File: config.mk
export PLATFORM = sky130hd
export DESIGN_NAME = md_seq
export DESIGN_NICKNAME = d
export VERILOG_FILES = /design/src/rtl/md_seq_pkg.sv /design/src/rtl/md_seq_datapath.sv /design/src/rtl/md_seq.sv
export SDC_FILE = /design/constraint.sdc
export NUM_CORES = 1
export LEC_CHECK = 0
export ABC_CLOCK_PERIOD_IN_PS = 10000
export BUFFER_PORTS_ARGS = -buffer_cell sky130_fd_sc_hd__buf_2
export CAP_MARGIN = 10
export CORE_MARGIN = 5
export CORE_UTILIZATION = 65
export DETAILED_ROUTE_END_ITERATION = 10
export PLACE_DENSITY = 0.85
export SLEW_MARGIN = 20
export SYNTH_ARGS = -nofsm -noshare
export SYNTH_HDL_FRONTEND = slang
export SYNTH_SLANG_ARGS = --single-unit
File: constraint.sdc
create_clock -name clk -period 10 [get_ports clk]
set_input_delay 2 -clock clk [delete_from_list [all_inputs] [get_ports clk]]
set_output_delay 2 -clock clk [all_outputs]
set_load 0.05 [all_outputs]
File: src/rtl/md_seq_pkg.sv
// Shared M-extension definitions: func3/funct7 codes, sequencer states and
// the magnitude / conditional-negate helpers used by the multiply/divide unit.
package md_seq_pkg;

  localparam logic [2:0] FNC_MUL    = 3'd0;
  localparam logic [2:0] FNC_MULH   = 3'd1;
  localparam logic [2:0] FNC_MULHSU = 3'd2;
  localparam logic [2:0] FNC_MULHU  = 3'd3;
  localparam logic [2:0] FNC_DIV    = 3'd4;
  localparam logic [2:0] FNC_DIVU   = 3'd5;
  localparam logic [2:0] FNC_REM    = 3'd6;
  localparam logic [2:0] FNC_REMU   = 3'd7;

  localparam logic [6:0] FNC7_MULDIV = 7'b0000001;

  typedef enum logic [1:0] {
    MD_IDLE = 2'd0,
    MD_CALC = 2'd1,
    MD_FIX  = 2'd2,
    MD_DONE = 2'd3
  } md_state_e;

  // 0x80000000 maps onto itself and is then read as an unsigned magnitude.
  function automatic logic [31:0] mag32(input logic [31:0] v, input logic sgn);
    return (sgn & v[31]) ? (32'd0 - v) : v;
  endfunction

  function automatic logic [31:0] cneg32(input logic [31:0] v, input logic neg);
    return neg ? (32'd0 - v) : v;
  endfunction

  function automatic logic [63:0] cneg64(input logic [63:0] v, input logic neg);
    return neg ? (64'd0 - v) : v;
  endfunction

endpackage

File: src/rtl/md_seq_datapath.sv
// Multiply/divide datapath: shift-add product accumulator, restoring-divide
// partial remainder and the sign fix-up that produces the selected result.
module md_datapath
  import md_seq_pkg::*;
(
  input  logic        clk,
  input  logic        rst,
  input  logic        load,
  input  logic        step,
  input  logic        is_div,
  input  logic        neg_res,
  input  logic        neg_rem,
  input  logic [31:0] a_mag,
  input  logic [31:0] b_mag,
  input  logic [2:0]  func3,
  output logic [31:0] result
);

  // acc_r holds {product_hi, product_lo} for multiply; its low half is the
  // dividend shifting out / quotient shifting in for divide.
  logic [63:0] acc_r;
  logic [32:0] rem_r;
  logic [31:0] b_r;
  logic        is_div_r;
  logic        neg_res_r;
  logic        neg_rem_r;

  logic [32:0] sum_s;
  logic [33:0] shifted_s;
  logic [33:0] diff_s;
  logic        ge_s;
  logic [63:0] acc_next_s;
  logic [32:0] rem_next_s;
  logic [63:0] prod_s;
  logic [31:0] quo_s;
  logic [31:0] rem_s;

  // One shift-add or restoring-subtract iteration.
  always_comb begin
    sum_s      = {1'b0, acc_r[63:32]} + (acc_r[0] ? {1'b0, b_r} : 33'd0);
    shifted_s  = {rem_r, acc_r[31]};
    diff_s     = shifted_s - {2'b00, b_r};
    ge_s       = ~diff_s[33];
    acc_next_s = acc_r;
    rem_next_s = rem_r;
    if (is_div_r) begin
      acc_next_s = {acc_r[63:32], acc_r[30:0], ge_s};
      rem_next_s = ge_s ? diff_s[32:0] : shifted_s[32:0];
    end else begin
      acc_next_s = {sum_s, acc_r[31:1]};
      rem_next_s = rem_r;
    end
  end

  // Operand load and per-cycle iteration state.
  always_ff @(posedge clk) begin
    if (rst) begin
      acc_r     <= 64'd0;
      rem_r     <= 33'd0;
      b_r       <= 32'd0;
      is_div_r  <= 1'b0;
      neg_res_r <= 1'b0;
      neg_rem_r <= 1'b0;
    end else if (load) begin
      acc_r     <= {32'd0, a_mag};
      rem_r     <= 33'd0;
      b_r       <= b_mag;
      is_div_r  <= is_div;
      neg_res_r <= neg_res;
      neg_rem_r <= neg_rem;
    end else if (step) begin
      acc_r <= acc_next_s;
      rem_r <= rem_next_s;
    end
  end

  // Sign fix-up and result select, consumed by the sequencer in FIX.
  always_comb begin
    prod_s = cneg64(acc_r, neg_res_r);
    quo_s  = cneg32(acc_r[31:0], neg_res_r);
    rem_s  = cneg32(rem_r[31:0], neg_rem_r);
    case (func3)
      FNC_MUL:                        result = prod_s[31:0];
      FNC_MULH, FNC_MULHSU, FNC_MULHU: result = prod_s[63:32];
      FNC_DIV, FNC_DIVU:              result = quo_s;
      FNC_REM, FNC_REMU:              result = rem_s;
      default:                        result = prod_s[31:0];
    endcase
  end

endmodule

File: src/rtl/md_seq.sv
// RV32M multiply/divide sequencer: FSM, iteration counter, special-case
// detection and pipeline stall around the md_datapath iteration engine.
module md_seq
  import md_seq_pkg::*;
#(
  parameter int XLEN = 32
) (
  input  logic            clk,
  input  logic            rst,
  input  logic            start,
  input  logic [2:0]      func3,
  input  logic [XLEN-1:0] op_a,
  input  logic [XLEN-1:0] op_b,
  input  logic            flush,
  output logic            ex_stall,
  output logic            busy,
  output logic            done,
  output logic [XLEN-1:0] md_result
);

  md_state_e   state_r;
  logic [4:0]  cnt_r;
  logic [2:0]  func3_r;
  logic        busy_r;
  logic        done_r;
  logic [31:0] md_result_r;

  logic        a_sgn_s;
  logic        b_sgn_s;
  logic        a_neg_s;
  logic        b_neg_s;
  logic        b_zero_s;
  logic        ovf_s;
  logic        special_s;
  logic [31:0] special_res_s;
  logic        accept_s;
  logic        load_s;
  logic        step_s;
  logic [31:0] dp_result_s;

  // Operand signedness per func3.
  always_comb begin
    case (func3)
      FNC_MULH, FNC_DIV, FNC_REM: begin a_sgn_s = 1'b1; b_sgn_s = 1'b1; end
      FNC_MULHSU:                 begin a_sgn_s = 1'b1; b_sgn_s = 1'b0; end
      default:                    begin a_sgn_s = 1'b0; b_sgn_s = 1'b0; end
    endcase
  end

  assign a_neg_s  = a_sgn_s & op_a[31];
  assign b_neg_s  = b_sgn_s & op_b[31];
  assign b_zero_s = (op_b == 32'd0);
  assign ovf_s    = (op_a == 32'h8000_0000) & (op_b == 32'hFFFF_FFFF);

  // Divide-by-zero and signed-overflow results that skip the iteration.
  always_comb begin
    special_s     = 1'b0;
    special_res_s = 32'd0;
    case (func3)
      FNC_DIV: begin
        if (b_zero_s) begin
          special_s = 1'b1; special_res_s = 32'hFFFF_FFFF;
        end else if (ovf_s) begin
          special_s = 1'b1; special_res_s = 32'h8000_0000;
        end else begin
          special_s = 1'b0; special_res_s = 32'd0;
        end
      end
      FNC_REM: begin
        if (b_zero_s) begin
          special_s = 1'b1; special_res_s = op_a;
        end else if (ovf_s) begin
          special_s = 1'b1; special_res_s = 32'd0;
        end else begin
          special_s = 1'b0; special_res_s = 32'd0;
        end
      end
      FNC_DIVU: begin
        special_s     = b_zero_s;
        special_res_s = 32'hFFFF_FFFF;
      end
      FNC_REMU: begin
        special_s     = b_zero_s;
        special_res_s = op_a;
      end
      default: begin
        special_s     = 1'b0;
        special_res_s = 32'd0;
      end
    endcase
  end

  assign accept_s = (state_r == MD_IDLE) & start & ~flush;
  assign load_s   = accept_s & ~special_s;
  assign step_s   = (state_r == MD_CALC) & ~flush;

  md_datapath u_datapath (
    .clk     (clk),
    .rst     (rst),
    .load    (load_s),
    .step    (step_s),
    .is_div  (func3[2]),
    .neg_res (a_neg_s ^ b_neg_s),
    .neg_rem (a_neg_s),
    .a_mag   (mag32(op_a, a_sgn_s)),
    .b_mag   (mag32(op_b, b_sgn_s)),
    .func3   (func3_r),
    .result  (dp_result_s)
  );

  // Sequencer FSM with registered busy/done/result.
  always_ff @(posedge clk) begin
    if (rst) begin
      state_r     <= MD_IDLE;
      cnt_r       <= 5'd0;
      func3_r     <= 3'd0;
      busy_r      <= 1'b0;
      done_r      <= 1'b0;
      md_result_r <= 32'd0;
    end else if (flush) begin
      state_r <= MD_IDLE;
      cnt_r   <= 5'd0;
      busy_r  <= 1'b0;
      done_r  <= 1'b0;
    end else begin
      case (state_r)
        MD_IDLE: begin
          done_r <= 1'b0;
          if (start) begin
            func3_r <= func3;
            cnt_r   <= 5'd0;
            if (special_s) begin
              md_result_r <= special_res_s;
              done_r      <= 1'b1;
              state_r     <= MD_DONE;
            end else begin
              busy_r  <= 1'b1;
              state_r <= MD_CALC;
            end
          end
        end
        MD_CALC: begin
          cnt_r <= cnt_r + 5'd1;
          if (cnt_r == 5'd31) begin
            state_r <= MD_FIX;
          end
        end
        MD_FIX: begin
          md_result_r <= dp_result_s;
          busy_r      <= 1'b0;
          done_r      <= 1'b1;
          state_r     <= MD_DONE;
        end
        MD_DONE: begin
          done_r  <= 1'b0;
          state_r <= MD_IDLE;
        end
        default: begin
          busy_r  <= 1'b0;
          done_r  <= 1'b0;
          state_r <= MD_IDLE;
        end
      endcase
    end
  end

  assign ex_stall  = accept_s | (state_r == MD_CALC) | (state_r == MD_FIX);
  assign busy      = busy_r;
  assign done      = done_r;
  assign md_result = md_result_r;

endmodule
# Word level (Yosys, flattened, before mapping)
# Index checks and enable logic that the tools add are counted.
# op_classes
eq_ne	23
bitwise	14
reduce_logical	23
muxes	35
add_sub_neg	8
# op_table
op	count
two-way mux 32 bit	13
one-hot mux 32 bit (4 select lines)	2
subtractor 1 x 32 -> 32 bit (first input constant)	4
equality test 32 bit (second input constant)	2
two-way mux 64 bit	1
one-hot mux 32 bit (2 select lines)	1
subtractor 1 x 64 -> 64 bit (first input constant)	1
subtractor 34 x 32 -> 34 bit	1
adder 32 x 32 -> 33 bit	1
two-way mux 33 bit	1
logical NOT 32 bit	1
equality test 3 bit (second input constant)	8
OR reduction 2 bit	6
one-hot mux 5 bit (2 select lines)	1
equality test 3 x 2 -> 1 bit (second input constant)	3
two-way mux 1 bit	8
one-hot mux 2 bit (4 select lines)	1
AND reduction 2 bit	4
bitwise AND 1 bit	7
equality test 3 x 1 -> 1 bit (second input constant)	2
two-way mux 2 bit	3
inequality test 2 bit (second input constant)	3
AND reduction 3 bit	2
nonzero test 2 bit	3
other kinds (17)	24
# totals
wordCells	116
output_inout_bits	35
register_bits	176
in_bits	71

# Logic depth before layout (Yosys ltp)
# Gate-level depths: netlist of the first run.
# depth
depth_word	8
mapped_depth	14
mapped_depth_nobuf	12

# Hierarchy
# Synthesis of the first run repeated with hierarchy kept, for this count alone.
# hier_totals
cells_unflattened	2041
hier_area_um2	15484.9
# by_module_without_submodules
module	cells_each	area_each_um2	n_inst	seq_area_each_um2
md_datapath	1511	11344.6	1	2642.5
md_seq	530	4140.2	1	880.8

# Least setup slack after synthesis of the first run
# Ideal clock, no wire load.
# synth_timing
kind	input-to-reg
from	in op_a[0]
to	reg u_datapath.acc_r[51]
setup_time_ns	0.071
path_buffers	3
cell_stages	12
setup_slack_ns	5.161
arrival_time_ns	4.768
required_time_ns	9.929
path_cell_list	inv_1 > ha_1 > or3b_2 > nor4_2 > nand3_1 > o41ai_2 > a21oi_1 > or2_2 > clkbuf_1 > buf_2 > buf_1 > a21oi_1
# synth_via
elab_chain_cells	8
# synth_rtl
item	line	source
start: declaration	md_seq.sv:12	input logic [XLEN-1:0] op_a,
equality test 32 bit	md_seq.sv:53	assign ovf_s = (op_a == 32'h8000_0000) & (op_b == 32'hFFFF_FFFF);
bitwise AND 1 bit	md_seq.sv:53	
two-way mux 1 bit	md_seq.sv:63, md_seq.sv:72	
two-way mux 1 bit	md_seq.sv:61	if (b_zero_s) begin
one-hot mux 1 bit (2 select lines)	md_seq.sv:59	case (func3)
inverter 1 bit	md_seq.sv:94	assign load_s = accept_s & ~special_s;
bitwise AND 1 bit	md_seq.sv:94	
OR reduction 2 bit (no line)	--	
end signal: assignment	md_seq_datapath.sv:65	acc_r <= {32'd0, a_mag};
end signal: assignment	md_seq_datapath.sv:72	acc_r <= acc_next_s;
end: declaration	md_seq_datapath.sv:21	logic [63:0] acc_r;
# No other way between the ends.
# A chain may end at the register's enable or synchronous reset.

# Worst setup path in the final report of the first run
# layout_timing
from	in op_a[25]
to	reg u_datapath.acc_r[58]
# Same word-level chain as after synthesis.

==> metrics.yaml, run 1 <==
floorplanning:
  die_x_um: 163
  start_util_pct: 66.6
  core_area_um2: 22800
  num_io_pins: 106
  placement_rows: 55
  fp.dieH_um: 163
  dieArea_um2: 26500
logic_synthesis:
  synth_common_cells: "nor2_1, dfxtp_1, o21ai_0, a21oi_1, nand2_1"
  synthFlopType: "dfxtp_1"
  yosysMostFrequentCell: "nor2_1"
  synth_fp_nets: 2179
  synth_area_um2: 15200
  synth-edff-count: 0
  synth_seq_cells: 176
  yosysSeqAreaShare_pct: 23.2
  ys_warn_count: 0
  async_reset_ff_share_pct: 0
  synthTopCellsByArea: "dfxtp_1, a211oi_1, ha_1"
  yosysTopAreaCell: "dfxtp_1"
  synth_cell_types: 73
  synth_area_per_cell_um2: 7.47
  syn_inst: 2031
  yosysTopAreaCellShare_pct: 23.2
power:
  powerDensity_nw_per_um2: 121
  vdd_drop_max_uv: 82.0
  power.leakage_uw: 0.00621
critical_path:
  path_class: "input pin to flip-flop"
  worstPathMaxFanout: 67
  path_common_cell: "buf_4"
  path_cells: "buf_2, or3_1, nor4_1, nand3_1, o41ai_2, a21oi_4, buf_4, buf_4, or2_2, nor3_1, mux2i_1, nand2_1"
  end_kind: "flip-flop"
  path_delay_family: "simple AND/OR/NAND/NOR gates"
  slowest_stage: "nor4_1"
  cp_slowest_stage_delay_ns: 0.80
  critPathArrivalTime_ns: 6.47
  worstPathBufferInverterCount: 3
  required_ns: 10.38
  startpoint_type: "input pin"
detailed_routing:
  drt_first_iter_violations: 2200
  wl_met2_um: 22000
  drt_pass1_iterations: 8
  met3WireLength_um: 4560
  via_count: 16027
  routed_via_density: 6.79
  wl_met1_um: 20300
  ant_nets: 0
  routedWlPerCell_um: 21.1
  wl_um: 49700
  top_layer_used: "met5"
  drc: 0
clock_tree:
  cts_hold_buf: 0
  postCtsResizedCells: 0
  cts_tree: "yes"
  clk_pin_slew_worst_paths_ns: 0.08
  cts_sinks: 176
  clk_latency_ns: 0.44
  post_cts_buffers: 0
  numCtsBuffers: 17
  cts-root-buf: "clkbuf_16"
  htreeDepth: 4
  cts_buffer_depth: 2
cells_and_area:
  antenna_cells: 0
  syn2layout_area_growth_pct: 7.52
  fin_nets: 2183
  design_area_um2: 16300
  drive_above_1_share_pct: 9.38
  stdcell_count: 2361
  layout.core_utilization_pct: 71.6
sta:
  min_period_ns: 6.09
  worst_slack_ns: 3.91
  worst_pin_slew_ns: 1.48
  fin_skew_ns: 0.0174
  drv_slew: 1
  relSlewSlack_pct: -0.943
  fin_crit_sh_pct: 60.9
  setup_viol: 0
  setup_tns_ns: 0
  timing.fmax_mhz: 164
  rsz0062_at_grt: "no"
  finalHoldViolCount: 0
outcome:
  violations: "max-capacitance violations, max-slew violations"
  outcome: "finished, violations left"
worst_hold_path:
  hold_class: "flip-flop to flip-flop"
placed_design:
  gp_congestion: 1.01
  post-place-ws_ns: 3.52
  place_inst: 2329
  place_area_um2: 15700
  io_buffer_count: 105
  hpwl_um: 36900
global_routing:
  grt_usage_pct: 36.3
  antenna_found_initial: 1
  grt_remaining_overflow: 0
  grt_pass1_wl_um: 78400
  grt_pass1_vias: 14769
  grt_max_degree: 69
job:
  cap_violations: 1
path summary, 6_finish.rpt:
path	start	endpoint	slack (ns)	cells past startpoint
setup reg to reg	u_datapath.acc_r[0]	u_datapath.acc_r[62]	4.74	12
setup / recovery	op_a[25]	u_datapath.acc_r[58]	3.91	12
hold reg to reg	busy	busy	0.49	2
hold / removal	busy	busy	0.49	2
registers in the layout, indices dropped and copies added, names as in the netlist:
name / flops
busy: 1
md_result: 32
u_datapath.is_div_r: 1
cnt_r: 5
u_datapath.b_r: 32
u_datapath.rem_r: 33
u_datapath.neg_rem_r: 1
state_r: 2
func3_r: 3
u_datapath.acc_r: 64
u_datapath.neg_res_r: 1
done: 1
area by class of cell:
cell class | instances | area [um2]
tap | 313 | 392
clock inverter | 14 | 165
inverter | 74 | 278
clock buffer | 18 | 429
timing repair buffer | 120 | 641
multi-input combinational | 1646 | 10900
sequential | 176 | 3530
fill | 1938 | 6470
logic make-up after synthesis:
family                     after synthesis  share of synthesized area (%)
xor gates and xnor gates               189                           10.9
buffers and inverters                  209                           5.28
and+or+nand+nor                        648                           20.5
AOI/OAI and AO/OA                      659                           28.7
adders and majority gates               77                           6.45
DFF                                    176                           23.2
muxes                                   73                           4.84
power breakdown:
group	total, uW	switching [uW]	internal [uW]
Clock	706	347	359
Combinational	503	314	190
Sequential	768	40.1	727
placed cells by master (no fill, tap or decap), types with 20 or more instances in the layout:
cell type | Yosys | routed
a21oi_1 | 141 | 139
nor2_1 | 234 | 232
a21o_1 | 33 | 33
inv_1 | 74 | 73
mux2i_1 | 70 | 70
or3_1 | 24 | 24
o41ai_1 | 28 | 28
o21ai_0 | 144 | 144
o22ai_1 | 20 | 20
nor3_1 | 51 | 51
buf_2 | 6 | 104
nand2_1 | 140 | 140
a211oi_1 | 132 | 132
dfxtp_1 | 176 | 174
ha_1 | 75 | 75
xor2_1 | 92 | 92
o31ai_1 | 37 | 37
nand2b_1 | 33 | 32
xnor2_1 | 97 | 96
nand3_1 | 35 | 35
worst min-delay path: stages, from the launching register on:
cell	delay (ns)
dfxtp_1	0.32
nand3_1	0.07
o41ai_1	0.06
stage by stage:
| step | hold slack [ns] | power (uW) |
|---|---|---|
| after global routing | 0.512 | 2050 |
| after floorplan | 0.450 | 1140 |
| final | 0.492 | 1980 |
| after CTS | 0.487 | 1960 |
| after global placement | 0.460 | 1260 |
| after detailed placement | 0.464 | 1270 |
routing by layer:
layer	up-vias	GRT usage [%]
li1	7474	-
met1	7536	48.9
met2	857	55.5
met3	158	6.00
met4	2	19.9
met5	-	0
(Power assumes the default switching activity.)
==> run 2: changes to the inputs <==
--- a/config.mk
+++ b/config.mk
@@ -5,13 +5,13 @@
 export SDC_FILE = /design/constraint.sdc
 export NUM_CORES = 1
 export LEC_CHECK = 0
-export ABC_CLOCK_PERIOD_IN_PS = 10000
+export ABC_CLOCK_PERIOD_IN_PS = 5700
 export BUFFER_PORTS_ARGS = -buffer_cell sky130_fd_sc_hd__buf_2
 export CAP_MARGIN = 10
 export CORE_MARGIN = 5
-export CORE_UTILIZATION = 65
+export CORE_UTILIZATION = 63
 export DETAILED_ROUTE_END_ITERATION = 10
-export PLACE_DENSITY = 0.85
+export PLACE_DENSITY = 0.83
 export SLEW_MARGIN = 20
 export SYNTH_ARGS = -nofsm -noshare
 export SYNTH_HDL_FRONTEND = slang
==> constraint.sdc (replaced) <==
create_clock -name clk -period 5.7 [get_ports clk]
set_input_delay 1.14 -clock clk [delete_from_list [all_inputs] [get_ports clk]]
set_output_delay 1.14 -clock clk [all_outputs]
set_load 0.05 [all_outputs]
==> run 2 against run 1 <==
  * The run now ends clean
  * Cell area up 0.29%
  * Via count hardly changed
  * Critical path depth unchanged
  * Global-route usage increased by 0.64 points
  * Count of clock-buffer cells in the layout increased by 1
  * Sequential power rose by 74%
  * Total power rose by 75%
  * Clock power increased by 74%
  * Sequential share of layout area down 0.063 points
  * Combinational power rose by 80%
  * Critical endpoint is now u_datapath.acc_r[48]
  * Highest routed layer is now met4
==> metrics.yaml, run 2 (same netlist as run 1, synthesis figures left out) <==
critical_path:
  required_ns: 6.08
  path_class: "input pin to flip-flop"
  end_kind: "flip-flop"
  worstPathMaxFanout: 37
  slowest_stage: "o41ai_2"
  r2r_slack_ns: 1.37
  ff2ff_path_depth: 14
  path_delay_family: "simple AND/OR/NAND/NOR gates"
  critPathArrivalTime_ns: 4.82
  path_depth: 12
  startpoint_type: "input pin"
  worstPathBufferInverterCount: 3
  cp_slowest_stage_delay_ns: 0.68
  r2r-end: "u_datapath.acc_r[62]"
  path_cells: "buf_2, inv_1, ha_1, or3b_2, nor4_2, nand3_1, o41ai_2, a21oi_4, nor2_2, buf_12, nand2_1, o31ai_1"
  crit_start: "op_a[0]"
  r2r-start: "u_datapath.acc_r[0]"
clock_tree:
  cts_buffer_depth: 2
  htreeDepth: 4
  numCtsBuffers: 17
  clk_latency_ns: 0.46
  cts-root-buf: "clkbuf_16"
  postCtsResizedCells: 0
  clk_pin_slew_worst_paths_ns: 0.08
  cts_hold_buf: 0
  post_cts_buffers: 0
  cts_sinks: 176
  cts_tree: "yes"
detailed_routing:
  via_count: 16013
  drt_first_iter_violations: 2205
  drt_pass1_iterations: 6
  routedWlPerCell_um: 21.6
  drc: 0
  ant_nets: 0
  wl_um: 51200
  routed_via_density: 6.75
sta:
  finalHoldViolCount: 0
  timing.fmax_mhz: 225
  min_period_ns: 4.45
  fin_crit_sh_pct: 78.0
  worst_pin_slew_ns: 1.08
  relSlewSlack_pct: 28.2
  fin_skew_ns: 0.0171
  setup_viol: 0
  drv_slew: 0
  rsz0062_at_grt: "no"
  setup_tns_ns: 0
cells_and_area:
  antenna_cells: 0
  final_common_cell: "nor2_1"
  final_cell_mix: "nor2_1, dfxtp_1, o21ai_0, nand2_1, a21oi_1"
  reg.largest.list: "u_datapath.acc_r: 64 flops, u_datapath.rem_r: 33 flops"
  largest_register_ffs: 64
  drive_above_1_share_pct: 9.60
  fillerInstances: 2056
  multi_input_area_um2: 10900
  fin_nets: 2187
  regArea_um2: 3530
  design_area_um2: 16400
  syn2layout_area_growth_pct: 7.84
  max_flop_register: "u_datapath.acc_r"
worst_hold_path:
  whs_endpoint: "u_datapath.b_r[31]"
  hold_depth: 2
  hold_class: "flip-flop to flip-flop"
  holdCritStartpoint: "u_datapath.b_r[31]"
global_routing:
  grt_pass1_vias: 14516
  antenna_found_initial: 0
  grt_pass1_wl_um: 80100
  grt_max_degree: 70
  grt_usage_pct: 36.9
  grt_remaining_overflow: 0
power:
  vdd_drop_max_uv: 178
  power.leakage_uw: 0.00624
  powerDensity_nw_per_um2: 212
floorplanning:
  dieArea_um2: 27300
  core_area_um2: 23600
  fp.dieH_um: 165
  num_io_pins: 106
  start_util_pct: 64.2
  placement_rows: 56
  die_x_um: 165
placed_design:
  io_buffer_count: 105
  place_area_um2: 15800
  gp_congestion: 0.998
  hpwl_um: 38400
outcome:
  outcome: "finished, final reports clean"
job:
  cap_violations: 0
[run 2: worst max-delay path by stage]
| stage | end | slack [ns] |
|---|---|---|
| after global placement | u_datapath.acc_r[48] | 0.97 |
| after floorplan | u_datapath.acc_r[51] | 1.72 |
| final | u_datapath.acc_r[48] | 1.25 |
| after global routing | u_datapath.acc_r[48] | 1.02 |
| after CTS | u_datapath.acc_r[48] | 1.32 |
| after detailed placement | u_datapath.acc_r[48] | 0.89 |
[run 2: final cells by class]
type | instances | share of cell area, %
multi-input cells | 1646 | 66.5
flip-flops and latches | 176 | 21.6
repair buffers | 124 | 4.18
clock buffers | 19 | 2.77
well taps | 319 | 2.44
inverters | 74 | 1.70
clock inverters | 13 | 0.849
[run 2: layer usage]
layer / GRT usage (%) / routed length (um)
met1: 50.3 / 21600
met2: 57.2 / 22700
met3: 6.01 / 4200
met4: 17.1 / 2650
met5: 0 / 0
[run 2: through the flow]
step | util [%] | hold slack (ns) | instances | worst slack, ns | power [uW]
after global placement | 66.8 | 0.458 | 2339 | 0.969 | 2220
after CTS | 69.3 | 0.484 | 2371 | 1.32 | 3440
after detailed placement | 66.8 | 0.468 | 2339 | 0.891 | 2240
after global routing | 69.3 | 0.488 | 2371 | 1.02 | 3600
final | 69.3 | 0.489 | 2371 | 1.25 | 3470
after floorplan | - | 0.450 | 2031 | 1.72 | 1990
[run 2: power by group]
group	leakage, uW	total [uW]	internal, uW	switching (uW)
Clock	0.000292	1230	610	617
Combinational	0.00452	903	335	568
Sequential	0.00143	1340	1280	63.2
Total	0.00624	3470	2220	1250
[run 2: tightest hold or removal path: stages, from the launching register on]
cell and delay (ns):
dfxtp_1 0.32, o21ai_0 0.07, a21oi_1 0.06
